==> src/rtl/id_ex_pipe.sv <==
// Decode-to-execute pipeline register: one main stage plus a one-entry skid buffer, with flush and a bubble counter.
// Accepted micro-ops reach execute one cycle later. A stall holds ex_* stable and id_ready drops once the skid entry fills.
module id_ex_pipe #(
    parameter int ADDR_W    = 32,
    parameter int DATA_W    = 32,
    parameter int ALUOP_W   = 8,
    parameter int ALUSEL_W  = 3,
    parameter int REGADDR_W = 5,
    parameter int CNT_W     = 16
) (
    input  logic                 clk,
    input  logic                 rst,
    input  logic                 flush,
    input  logic                 id_valid,
    output logic                 id_ready,
    input  logic [ADDR_W-1:0]    id_pc,
    input  logic [ADDR_W-1:0]    id_link_addr,
    input  logic [ALUOP_W-1:0]   id_aluop,
    input  logic [ALUSEL_W-1:0]  id_alusel,
    input  logic [DATA_W-1:0]    id_rdata1,
    input  logic [DATA_W-1:0]    id_rdata2,
    input  logic [REGADDR_W-1:0] id_rw,
    input  logic                 id_wreg,
    input  logic                 id_delayslot,
    output logic                 ex_valid,
    input  logic                 ex_ready,
    output logic [ADDR_W-1:0]    ex_pc,
    output logic [ADDR_W-1:0]    ex_link_addr,
    output logic [ALUOP_W-1:0]   ex_aluop,
    output logic [ALUSEL_W-1:0]  ex_alusel,
    output logic [DATA_W-1:0]    ex_rdata1,
    output logic [DATA_W-1:0]    ex_rdata2,
    output logic [REGADDR_W-1:0] ex_rw,
    output logic                 ex_wreg,
    output logic                 ex_delayslot,
    output logic [CNT_W-1:0]     bubble_cnt
);

    typedef struct packed {
        logic [ADDR_W-1:0]    pc;
        logic [ALUOP_W-1:0]   aluop;
        logic [ALUSEL_W-1:0]  alusel;
        logic [DATA_W-1:0]    rdata1;
        logic [DATA_W-1:0]    rdata2;
        logic [REGADDR_W-1:0] rw;
        logic                 wreg;
        logic                 delayslot;
        logic [ADDR_W-1:0]    link_addr;
    } uop_t;

    typedef enum logic [1:0] {
        EMPTY = 2'd0,
        ONE   = 2'd1,
        FULL  = 2'd2
    } state_t;

    state_t           state, state_nxt;
    uop_t             m_q, m_nxt;
    uop_t             s_q, s_nxt;
    uop_t             in_uop;
    logic             in_fire;
    logic             out_fire;
    logic [CNT_W-1:0] cnt_q;

    assign in_uop = '{
        pc:        id_pc,
        aluop:     id_aluop,
        alusel:    id_alusel,
        rdata1:    id_rdata1,
        rdata2:    id_rdata2,
        rw:        id_rw,
        wreg:      id_wreg,
        delayslot: id_delayslot,
        link_addr: id_link_addr
    };

    // Ready depends only on the state register, so execute stalls never ripple combinationally upstream.
    assign id_ready = (state != FULL) && !rst;
    assign ex_valid = (state != EMPTY);
    assign in_fire  = id_valid && id_ready;
    assign out_fire = ex_valid && ex_ready;

    always_comb begin
        state_nxt = state;
        m_nxt     = m_q;
        s_nxt     = s_q;
        if (flush) begin
            state_nxt = EMPTY;
            m_nxt     = '0;
            s_nxt     = '0;
        end else begin
            case (state)
                EMPTY: begin
                    if (in_fire) begin
                        state_nxt = ONE;
                        m_nxt     = in_uop;
                    end
                end
                ONE: begin
                    if (in_fire && out_fire) begin
                        m_nxt = in_uop;
                    end else if (in_fire) begin
                        state_nxt = FULL;
                        s_nxt     = in_uop;
                    end else if (out_fire) begin
                        // Main register is zeroed on drain so ex_* shows the NOP payload while empty.
                        state_nxt = EMPTY;
                        m_nxt     = '0;
                    end
                end
                FULL: begin
                    if (out_fire) begin
                        state_nxt = ONE;
                        m_nxt     = s_q;
                        s_nxt     = '0;
                    end
                end
                default: begin
                    state_nxt = EMPTY;
                    m_nxt     = '0;
                    s_nxt     = '0;
                end
            endcase
        end
    end

    always_ff @(posedge clk) begin
        if (rst) begin
            state <= EMPTY;
            m_q   <= '0;
            s_q   <= '0;
            cnt_q <= '0;
        end else begin
            state <= state_nxt;
            m_q   <= m_nxt;
            s_q   <= s_nxt;
            if (!ex_valid && ex_ready && !flush && (cnt_q != {CNT_W{1'b1}})) begin
                cnt_q <= cnt_q + CNT_W'(1);
            end
        end
    end

    assign ex_pc        = m_q.pc;
    assign ex_link_addr = m_q.link_addr;
    assign ex_aluop     = m_q.aluop;
    assign ex_alusel    = m_q.alusel;
    assign ex_rdata1    = m_q.rdata1;
    assign ex_rdata2    = m_q.rdata2;
    assign ex_rw        = m_q.rw;
    assign ex_wreg      = m_q.wreg;
    assign ex_delayslot = m_q.delayslot;
    assign bubble_cnt   = cnt_q;

endmodule
==> config.mk <==
export PLATFORM = sky130hd
export DESIGN_NAME = id_ex_pipe
export DESIGN_NICKNAME = d
export VERILOG_FILES = /design/src/rtl/id_ex_pipe.sv
export SDC_FILE = /design/constraint.sdc
export NUM_CORES = 1
export LEC_CHECK = 0
export CAP_MARGIN = 10
export CORE_MARGIN = 8
export CORE_UTILIZATION = 25
export CTS_CLUSTER_SIZE = 24
export DETAILED_ROUTE_END_ITERATION = 10
export GPL_TIMING_DRIVEN = 0
export PLACE_DENSITY_LB_ADDON = 0.15
export SKIP_CTS_REPAIR_TIMING = 1
export SYNTH_ARGS = -nofsm -noshare
export SYNTH_HDL_FRONTEND = slang
export SYNTH_SLANG_ARGS = --single-unit
==> constraint.sdc <==
create_clock -name clk -period 2.7 [get_ports clk]
set_clock_uncertainty 0.05 [all_clocks]
set_input_delay 0.405 -clock clk [delete_from_list [all_inputs] [get_ports clk]]
set_output_delay 0.405 -clock clk [all_outputs]
set_load 0.02 [all_outputs]
== Yosys cells after proc, flatten, opt, wreduce, memory -nomap -nowiden ==
Index checks and enable logic that the tools add are counted.
W data, S select, Z words.
Word-level totals
  register bits after elaboration: 310
  bits of input ports: 151
  output and inout bits: 164
  logic and storage cells: 63
Operators by class
  add/sub/neg operators: 1
  equal/unequal tests: 11
  mux-type cells: 14
  bitwise gates (word level): 1
  reduce and logical (&&, ||, !) cells: 16
Operators by type and width (number)
  $mux W146: 6
  $pmux W146 S3: 2
  $add A16 B1 Y16 const B: 1
  $ne A16 B16 Y1 const B: 1
  $reduce_and A4 Y1: 3
  $mux W2: 5
  $ne A2 B2 Y1 const B: 5
  $ne A3 B3 Y1 const B: 3
  $logic_and A1 B1 Y1: 7
  $pmux W2 S3: 1
  $logic_not A1 Y1: 3
  $eq A2 B1 Y1 const B: 1
  $eq A2 B2 Y1 const B: 1
  $logic_not A2 Y1: 1
  $reduce_bool A2 Y1: 1
  $reduce_or A2 Y1: 1
  $not A1 Y1: 1

== Logic depth before layout (Yosys ltp) ==
Gate-level depths: netlist of run 1.
  word-level depth: 6
  gate-level depth with buffers: 8
  depth with buffers taken out: 5

== Worst setup path before layout of run 1 ==
Ideal clock, no wire load.
  kind: register -> register
  start: register cnt_q[0], in the netlist bubble_cnt[0]
  end: register cnt_q[6], in the netlist bubble_cnt[6]
  setup time: 123 ps
  arrival: 1697 ps
  data required time: 2527 ps
  slack: 830 ps
  cell stages (with the launch flop): 6
  path buffers: 0
  period minus slack after synthesis: 1870 ps
  path through: dfxtp_1 -> ha_1 -> nand4_1 -> nor4_2 -> nor3_1 -> mux2_1
Between the ends
  cells in the longest elaborated chain, start to end: 2
  elaborated cells on any way between the ends: 3
  those cells by class: add/sub: 1; eq/ne: 1; reduce/logical: 1
Ends and longest elaborated chain
  start: declaration: line 63  | logic [CNT_W-1:0] cnt_q;
  start signal: assignment: line 138  | cnt_q <= cnt_q + CNT_W'(1);
  branches (longest 2 deep; another with $add A16 B1 Y16)
Parallel ways; which one is timed is not known.
A chain may end at the register's enable or synchronous reset.

== Worst setup path in the final report of run 1 ==
  start: register state[0]
  end: register s_q[36] (netlist bit)
Between the ends
  cells in the longest elaborated chain, start to end: 6
  elaborated cells on any way between the ends: 15
  those cells by class: eq/ne: 6; mux: 1; bitwise: 1; reduce/logical: 7
Ends and longest elaborated chain
  start: declaration: line 57  | state_t state, state_nxt;
  start signal: assignment: line 134  | state <= state_nxt;
  $ne A2 B2 Y1: line 78  | assign id_ready = (state != FULL) && !rst;
  $logic_and A1 B1 Y1: line 78
  $logic_and A1 B1 Y1: line 80  | assign in_fire = id_valid && id_ready;
  $logic_and A1 B1 Y1: line 100  | if (in_fire && out_fire) begin
  $ne A2 B2 Y1 (no line)
  $reduce_and A4 Y1 (no line)
  end signal: assignment: line 136  | s_q <= s_nxt;
  end: declaration: line 59  | uop_t s_q, s_nxt;
Several ways; a longest one is shown, not always the timed one.

==> flow_summary.yaml, run 1 <==
job:
  max_cap_violations: 0
setup_path:
  cp.required_ns: 3.06
  cp-start-kind: "flip-flop"
  worstSetupPathType: "reg -> reg"
  critical_path.reg2reg.startpoint: "state[0]$_SDFFE_PP0P_"
  crit_path_end_kind: "flip-flop"
  crit_chain: "buf_2, o22a_1, buf_1, buf_2, mux2i_1, nor2_1"
  critical_path.most_common_cell: "buf_2"
  crit_path_max_fanout: 10
  worst_r2r_path_depth: 6
  arrival_ns: 2.87
  rrSetupSlack_ns: 0.19
  timing.rr.end: "s_q[36]$_SDFFE_PP0P_"
  slowest_stage: "buf_1"
  critPathMaxStageDelay_ns: 0.64
timing:
  finalCriticalPeriod_ns: 2.51
  period_share_pct: 93.0
  setup_violations: 0
  clock.fmax_mhz: 398
  rsz0062_at_grt: "no"
  final-hold-violation-count: 0
  final_max_slew_viol_count: 0
  relSlewSlack_pct: 36.5
  fin_ws_ns: 0.188
  tightest_slew_ns: 0.951
layout:
  design_area_sq_um: 17700
  instances_no_fill: 2345
  area_growth_pct: 41.9
  final_net_count: 1791
  fin_util_pct: 35.7
  layout-drive-gt1-share_pct: 6.96
pwr:
  comb_power_share_pct: 10.0
  power_leakage_uw: 0.00606
  p_int_uw: 8170
  switching_share_pct: 24.6
  finalPower_uw: 10800
  p_per_area_nw_per_um2: 611
  seqPwrFrac_pct: 43.1
  clkPwrFrac_pct: 46.9
  p_sw_uw: 2660
  vdd_drop_max_uv: 352
hold_path:
  holdCritPathClass: "in -> reg"
  hold-path-cell-count: 3
  hp-start: "rst"
  hold_end: "bubble_cnt[0]$_SDFFE_PP0P_"
routing:
  drc: 0
  post_drt_via_cell_ratio: 4.79
  met1_length_um: 21000
  wl_met3_um: 3720
  drt-total-wl_um: 48100
  first_pass_iters: 9
  ant_nets: 0
  vias: 11239
  top_layer_used: "met5"
  wl_met2_um: 22200
  route.detailed.wl_per_inst_um: 20.5
  drt_iter0_markers: 1065
cts:
  clock-sinks: 310
  cts_tree: "yes"
  insertion_delay_ns: 0.54
  h-tree-depth: 2
  cts.clk_slew.worst_paths_ns: 0.06
  cts_root_buffer: "clkbuf_16"
  cts_buffers: 38
  clk_path_buf_depth: 3
global_routing:
  overflow: 0
  grt_pass1_vias: 11462
  grt_use_total_pct: 16.2
  antenna_found_initial: 12
  grt_pass1_wl_um: 71800
  grt_max_degree: 12
place:
  portBuffers: 314
  dp.cells: 2272
  pre_cts_ws_ns: -1.07
  dpl.hpwl_um: 34400
  post_dp_cell_area_sq_um: 16500
  gp_congestion: 0.770
floorplan:
  initial_core_util_pct: 25.1
  io_pins: 315
  coreArea_sq_um: 49800
  fp-row-count: 82
  dieArea_sq_um: 57400
  fp.dieW_um: 240
  die_h_um: 240
synth:
  yosys_warnings: 0
  synth_fa_ha_area_share_pct: 0.100
  syn-cell-area_sq_um: 12500
  synth_xor_area_share_pct: 0
  synthDistinctLibCells: 40
  ys_ff_latch: 310
  synth-compound-area-share_pct: 14.7
  syn_nets: 1438
  seq_area_frac_synth_pct: 49.6
  synth_top_family_by_area: "simple AND/OR/NAND/NOR gates"
  synth_cells: 1286
  synthMuxAreaShare_pct: 12.0
  synthSimpleGateAreaFrac_pct: 19.3
  avgSynthCellArea_sq_um: 9.72
status:
  status: "finished clean"
## through the flow
stage	hold WS (ns)	TNS [ns]
after global placement	0.417	-213.86
after global routing	0.396	0
after CTS	0.423	-50.21
after floorplan	0.411	0
final	0.393	0
after detailed placement	0.421	-209.45
## per-layer routing
metal / up-vias / GRT usage (%)
met1: 5437 / 20.4
met3: 65 / 4.85
met2: 322 / 26.3
li1: 5411 / -
met5: - / 0
met4: 4 / 5.07
## cells by family after synthesis
family,Yosys count
simple gates,501
flops,310
compound gates,200
mux,149
buf+inv,125
fa+ha+maj,1
## cell usage in the layout (no fill, tap or decap), types with 4 or more instances in the layout
master and n:
nor2_1 301, or4_1 6, nand3_1 5, a221o_1 23
clkinv_2 4, a222oi_1 123, or3_1 5, nor3_1 5
mux2i_1 147, clkbuf_8 7, nand4_1 5, nor2b_1 6
and2_1 149, inv_1 4, clkbuf_2 6, diode_2 7
o31ai_1 8, a22oi_1 23, a21oi_1 15, dfxtp_1 310
clkbuf_16 39, clkdlybuf4s50_1 313, buf_2 47, clkbuf_1 77
## flip-flops by register name, indices dropped and copies added, names as in the netlist
| signal | flops |
|---|---|
| ex_delayslot | 1 |
| ex_rw | 5 |
| ex_rdata2 | 32 |
| ex_aluop | 8 |
| ex_pc | 32 |
| ex_alusel | 3 |
| s_q | 146 |
| bubble_cnt | 16 |
| ex_wreg | 1 |
| ex_rdata1 | 32 |
| ex_link_addr | 32 |
| state | 2 |
## Yosys cell counts (all sizes together)
master   number  area [sq um]
nor3          5          25.0
a222oi      123          1230
mux2          2          22.5
or4           6          45.0
or3b          1          8.76
o22a          2          17.5
nor4          2          18.8
dfxtp       310          6210
or3           5          31.3
nand2b        2          12.5
a21oi        15          75.1
buf          49           250
ha            1          12.5
nor2        301          1130
mux2i       147          1470
or2           2          12.5
a41oi         1          8.76
nand4         5          31.3
and3          3          18.8
a22oi        23           173
nand2         3          11.3
nand3         5          25.0
inv           4          15.0
nor2b         6          37.5
nor4b         1          23.8
clkbuf       72           270
o31ai         9          72.6
nor3b         4          41.3
or4b          1          10.0
o2111ai       1          8.76
and2        149           932
a21boi        1          11.3
a221o        23           230
o21ai         2          10.0
## critical path: cells and delay by family, from the launching register on
family	cells	cell delay [ns]
AND/OR/NAND/NOR	1	0.06
buffers and inverters	3	1.40
AO/OA/AOI/OAI	1	0.21
multiplexers	1	0.24
flip-flops	1	0.39
## cell type report
cell class	count	area, sq um
diodes	7	17.5
plain buffers	120	524
clock buffers	59	1120
clock inverters	8	97.6
fillers	5060	32000
inverters	4	15.0
multi-input cells	851	5780
flip-flops and latches	310	6210
well taps	672	841
repair buffers	314	3150
## power by group through the flow
stage | Combinational (uW) | Sequential, uW | Clock (uW)
6_report | 1080 | 4670 | 5090
5_1_grt | 1170 | 4670 | 5450
4_1_cts | 1100 | 4670 | 5270
3_5_place_dp | 1090 | 4770 | 0
3_3_place_gp | 1090 | 4770 | 0
2_1_floorplan | 439 | 4830 | 0
## worst max path at each step
| stage | to | startpoint |
|---|---|---|
| 2_1_floorplan | bubble_cnt[6]$_SDFFE_PP0P_ | bubble_cnt[0]$_SDFFE_PP0P_ |
| 3_3_place_gp | s_q[30]$_SDFFE_PP0P_ | rst |
| 3_5_place_dp | s_q[26]$_SDFFE_PP0P_ | rst |
| 4_1_cts | s_q[26]$_SDFFE_PP0P_ | rst |
| 5_1_grt | s_q[82]$_SDFFE_PP0P_ | state[0]$_SDFFE_PP0P_ |
| 6_report | s_q[36]$_SDFFE_PP0P_ | state[0]$_SDFFE_PP0P_ |
No activity file was read; power rests on OpenSTA's default activity.
==> inputs of run 2 (changes only) <==
- CORE_MARGIN: 8 -> 2
- SETUP_SLACK_MARGIN: unset -> 0.5
==> run 2 against run 1 <==
- core utilization increased by 0.85 points
- non-clock buffer count rose by 10
- clock power hardly changed
- via count is 0.83% higher
- sequential share of layout area down 0.39 points
- maximum frequency up 18%
- final cell count decreased by 0.13%
- global-route usage rose by 1.3 points
- worst setup slack improved by 0.38 ns
- cell area is 1.1% higher
- hold slack worse by 0.11 ns
- critical endpoint is now ex_valid
- highest routed layer unchanged
==> flow_summary.yaml, run 2 (same netlist as run 1, synthesis figures left out) <==
status:
  status: "finished clean"
hold_path:
  holdCritPathClass: "in -> reg"
  hp-start: "rst"
  hold-path-cell-count: 3
  hold_end: "bubble_cnt[0]$_SDFFE_PP0P_"
timing:
  relSlewSlack_pct: 51.5
  rsz0062_at_grt: "yes"
  final_max_slew_viol_count: 0
  finalCriticalPeriod_ns: 2.13
  setup_violations: 0
  period_share_pct: 78.9
  final-hold-violation-count: 0
  tightest_slew_ns: 0.728
  clock.fmax_mhz: 470
place:
  gp_congestion: 0.774
  post_dp_cell_area_sq_um: 16500
  portBuffers: 314
  dpl.hpwl_um: 32400
layout:
  n_fill_cell: 5033
  final_net_count: 1802
  largest_register_ffs: 146
  area_growth_pct: 43.5
  largest-register: "s_q"
  layout-drive-gt1-share_pct: 10.6
  design_area_sq_um: 17900
  final_cell_mix: "dfxtp_1 (310), clkdlybuf4s50_1 (310), nor2_1 (301)"
routing:
  drt_iter0_markers: 1058
  drt-total-wl_um: 46200
  ant_nets: 0
  drc: 0
  vias: 11332
  route.detailed.wl_per_inst_um: 19.7
  first_pass_iters: 8
  post_drt_via_cell_ratio: 4.84
pwr:
  power_leakage_uw: 0.00631
  p_per_area_nw_per_um2: 608
  vdd_drop_max_uv: 319
  finalPower_uw: 10900
setup_path:
  rrSetupSlack_ns: 0.60
  worstSetupPathType: "reg -> out"
  crit_path_end_kind: "output pin"
  timing.rr.end: "ex_link_addr[4]$_SDFFE_PP0P_"
  cp_top_family: "buffers and inverters"
  arrival_ns: 1.67
  critical_path.reg2reg.startpoint: "state[1]$_SDFFE_PP0P_"
  worst_r2r_path_depth: 7
  cp-startpoint: "state[0]$_SDFFE_PP0P_"
  cp-start-kind: "flip-flop"
  slowest_stage: "dfxtp_1"
  crit_chain: "clkbuf_4, or2_2, dlymetal6s2s_1"
  cp.depth: 3
  crit_path_max_fanout: 10
  critPathMaxStageDelay_ns: 0.36
  cp.required_ns: 2.25
  critical_path_buf_inv_count: 2
floorplan:
  die_h_um: 228
  initial_core_util_pct: 25.4
  fp.dieW_um: 228
  io_pins: 315
  dieArea_sq_um: 51800
  fp-row-count: 81
  coreArea_sq_um: 49200
job:
  max_cap_violations: 0
global_routing:
  grt_use_total_pct: 17.5
  grt_max_degree: 12
  overflow: 0
  grt_pass1_wl_um: 68500
  antenna_found_initial: 6
  grt_pass1_vias: 11074
cts:
  cts_buffers: 39
  clock-sinks: 310
  cts.clk_slew.worst_paths_ns: 0.06
  h-tree-depth: 2
  insertion_delay_ns: 0.55
  cts_root_buffer: "clkbuf_16"
  clk_path_buf_depth: 3
  cts_tree: "yes"
[run 2: per-stage QoR]
step | cells | worst slack [ns] | setup TNS, ns | util, % | hold WS, ns
floorplan | 1286 | 0.830 | 0 | - | 0.411
global placement | 2264 | -1.05 | -213.72 | 33.5 | 0.420
detailed placement | 2264 | -1.06 | -218.74 | 33.5 | 0.424
CTS | 2331 | -0.478 | -56.58 | 36.0 | 0.416
global route | 2341 | 0.475 | 0 | 36.5 | 0.337
finish | 2342 | 0.571 | 0 | 36.5 | 0.280
[run 2: worst max path at each step]
stage and end:
2_1_floorplan bubble_cnt[6]$_SDFFE_PP0P_, 3_3_place_gp s_q[30]$_SDFFE_PP0P_, 3_5_place_dp ex_pc[15]$_SDFFE_PP0P_, 4_1_cts ex_pc[15]$_SDFFE_PP0P_, 5_1_grt s_q[137]$_SDFFE_PP0P_, 6_report ex_valid
[run 2: power by group]
group | internal (uW) | switching, uW | total (uW)
sequential | 4630 | 36.3 | 4670
clock | 3090 | 2030 | 5120
combinational | 520 | 587 | 1110
[run 2: cell type report]
| type | count | area, sq um | area share, % |
|---|---|---|---|
| multi-input cells | 851 | 5800 | 32.3 |
| repair buffers | 323 | 3210 | 17.9 |
| plain buffers | 121 | 636 | 3.54 |
| clock inverters | 10 | 103 | 0.572 |
| clock buffers | 57 | 1140 | 6.33 |
| well taps | 664 | 831 | 4.63 |
| flip-flops and latches | 310 | 6210 | 34.6 |
| diodes | 2 | 5.00 | 0.0279 |
| inverters | 4 | 15.0 | 0.0837 |
[run 2: worst reg2reg max path, delay by kind of cell (launching register included)]
kind                   cells  cell delay [ns]
buffers and inverters      3             0.73
AOI/OAI and AO/OA          2             0.47
and+or+nand+nor            2             0.45
DFF                        1             0.31
[run 2: per-layer routing]
metal / track usage (%) / wire length, um / vias to the layer above
met3: 4.27 / 3220 / 69
met1: 23.2 / 20600 / 5499
met4: 5.21 / 1100 / 8
li1: - / - / 5408
met5: 0 / 53 / -
met2: 28.0 / 21300 / 348
==> inputs of run 3 (changes only) <==
- clock period: 2.7 -> 2.1 ns (I/O delays scaled with it)
==> run 3 against run 2 <==
- core utilization rose by 0.86 points
- routed wire length grew 1.2%
- sequential share of layout area fell by 0.75 points
- register-to-register slack worse by 0.48 ns
- clock-buffer cell count rose by 1
- critical path type unchanged
- clock power rose by 25%
==> flow_summary.yaml, run 3 (same netlist as run 1, synthesis figures left out) <==
pwr:
  switching_share_pct: 24.3
  vdd_drop_max_uv: 417
  clkPwrFrac_pct: 46.0
  comb_power_share_pct: 10.9
  p_sw_uw: 3390
  seqPwrFrac_pct: 43.1
  p_per_area_nw_per_um2: 759
  power_leakage_uw: 0.00655
  p_int_uw: 10600
  finalPower_uw: 13900
floorplan:
  fp-row-count: 81
  die_h_um: 228
  dieArea_sq_um: 51800
  coreArea_sq_um: 49200
  fp.dieW_um: 228
  initial_core_util_pct: 25.4
  io_pins: 315
layout:
  final_cell_mix: "dfxtp_1 (307), clkdlybuf4s50_1 (304), nor2_1 (301)"
  area_growth_pct: 46.9
  layout-drive-gt1-share_pct: 11.8
  largest_register_ffs: 146
  largest-register: "s_q"
  n_fill_cell: 4973
  final_net_count: 1807
  final_common_cell: "dfxtp_1"
  instances_no_fill: 2347
cts:
  h-tree-depth: 2
  cts.clk_slew.worst_paths_ns: 0.06
  insertion_delay_ns: 0.55
  cts_root_buffer: "clkbuf_16"
  cts_buffers: 38
  clock-sinks: 310
  cts_tree: "yes"
  clk_path_buf_depth: 3
hold_path:
  holdCritPathClass: "in -> reg"
  hold-path-cell-count: 3
setup_path:
  slowest_stage: "clkdlybuf4s50_1"
  worst_r2r_path_depth: 6
  critical_path_buf_inv_count: 1
  crit_path_max_fanout: 6
  worstSetupPathType: "reg -> out"
  cp.depth: 1
  cp.required_ns: 1.74
  cp_top_family: "buffers and inverters"
  crit_path_end_kind: "output pin"
  critPathMaxStageDelay_ns: 0.64
  cp-start-kind: "flip-flop"
  crit_chain: "clkdlybuf4s50_1"
  arrival_ns: 1.62
status:
  status: "finished clean"
routing:
  vias: 11363
  drt-total-wl_um: 46800
  drc: 0
  drt_iter0_markers: 1054
  first_pass_iters: 9
  post_drt_via_cell_ratio: 4.84
  ant_nets: 0
  route.detailed.wl_per_inst_um: 19.9
timing:
  final_max_slew_viol_count: 0
  final-hold-violation-count: 0
  rsz0062_at_grt: "yes"
  finalCriticalPeriod_ns: 1.98
  relSlewSlack_pct: 53.0
  setup_violations: 0
  fin_ws_ns: 0.116
  tightest_slew_ns: 0.705
  fin_hold_ws_ns: 0.259
  period_share_pct: 94.5
  clock.fmax_mhz: 504
global_routing:
  grt_pass1_wl_um: 68300
  overflow: 0
  grt_pass1_vias: 10993
  antenna_found_initial: 12
  grt_use_total_pct: 17.5
  grt_max_degree: 13
place:
  gp_congestion: 0.789
  dpl.hpwl_um: 32800
  portBuffers: 314
  pre_cts_ws_ns: -1.64
  dp.cells: 2264
job:
  max_cap_violations: 0
==> run 3: area by class of cell <==
cell class	instances	area (sq um)	area share, %
Buffer	121	940	5.12
Clock buffer	58	1180	6.42
Sequential cell	310	6210	33.8
Clock inverter	6	32.5	0.177
Tap cell	664	831	4.52
Timing Repair Buffer	329	3290	17.9
Antenna cell	4	10.0	0.0545
Multi-Input combinational cell	851	5850	31.9
Inverter	4	15.0	0.0818
==> run 3: per-stage QoR <==
stage	setup TNS (ns)	utilization, %	area, sq um
after floorplan	0	-	12800
after global placement	-356.26	34.1	16800
after detailed placement	-356.24	34.1	16800
after CTS	-185.77	36.5	18000
after global routing	0	37.4	18400
final	0	37.4	18400
==> run 3: power groups by stage <==
stage	Combinational (uW)	Clock, uW	Sequential (uW)
2_1_floorplan	633	0	6210
3_3_place_gp	1460	0	6130
3_5_place_dp	1470	0	6130
4_1_cts	1470	6650	6010
5_1_grt	1630	6880	6010
6_report	1520	6420	6010
==> run 3: worst paths after layout <==
kind                                    from  slack, ns                          end
setup / recovery  bubble_cnt[6]$_SDFFE_PP0P_       0.12                bubble_cnt[6]
hold / removal                           rst       0.26   bubble_cnt[0]$_SDFFE_PP0P_
setup reg to reg       state[1]$_SDFFE_PP0P_       0.12  bubble_cnt[11]$_SDFFE_PP0P_
hold reg to reg    ex_rdata2[4]$_SDFFE_PP0P_       0.44    ex_rdata2[4]$_SDFFE_PP0P_
==> run 3: metal layers <==
layer  global-route usage [%]  vias to the layer above  wire length (um)
met4                     6.39                       14              1100
li1                         -                     5428                 -
met3                     4.95                       72              3650
met2                     27.3                      376             21500
met1                     23.0                     5473             20500
met5                        0                        -                90
==> run 3: worst register-to-register path: cells and delay by family, from the launching register on <==
family                 cells  cell delay [ns]
buffers and inverters      2             0.35
AOI/OAI and AO/OA          1             0.13
and+or+nand+nor            3             1.05
DFF                        1             0.31
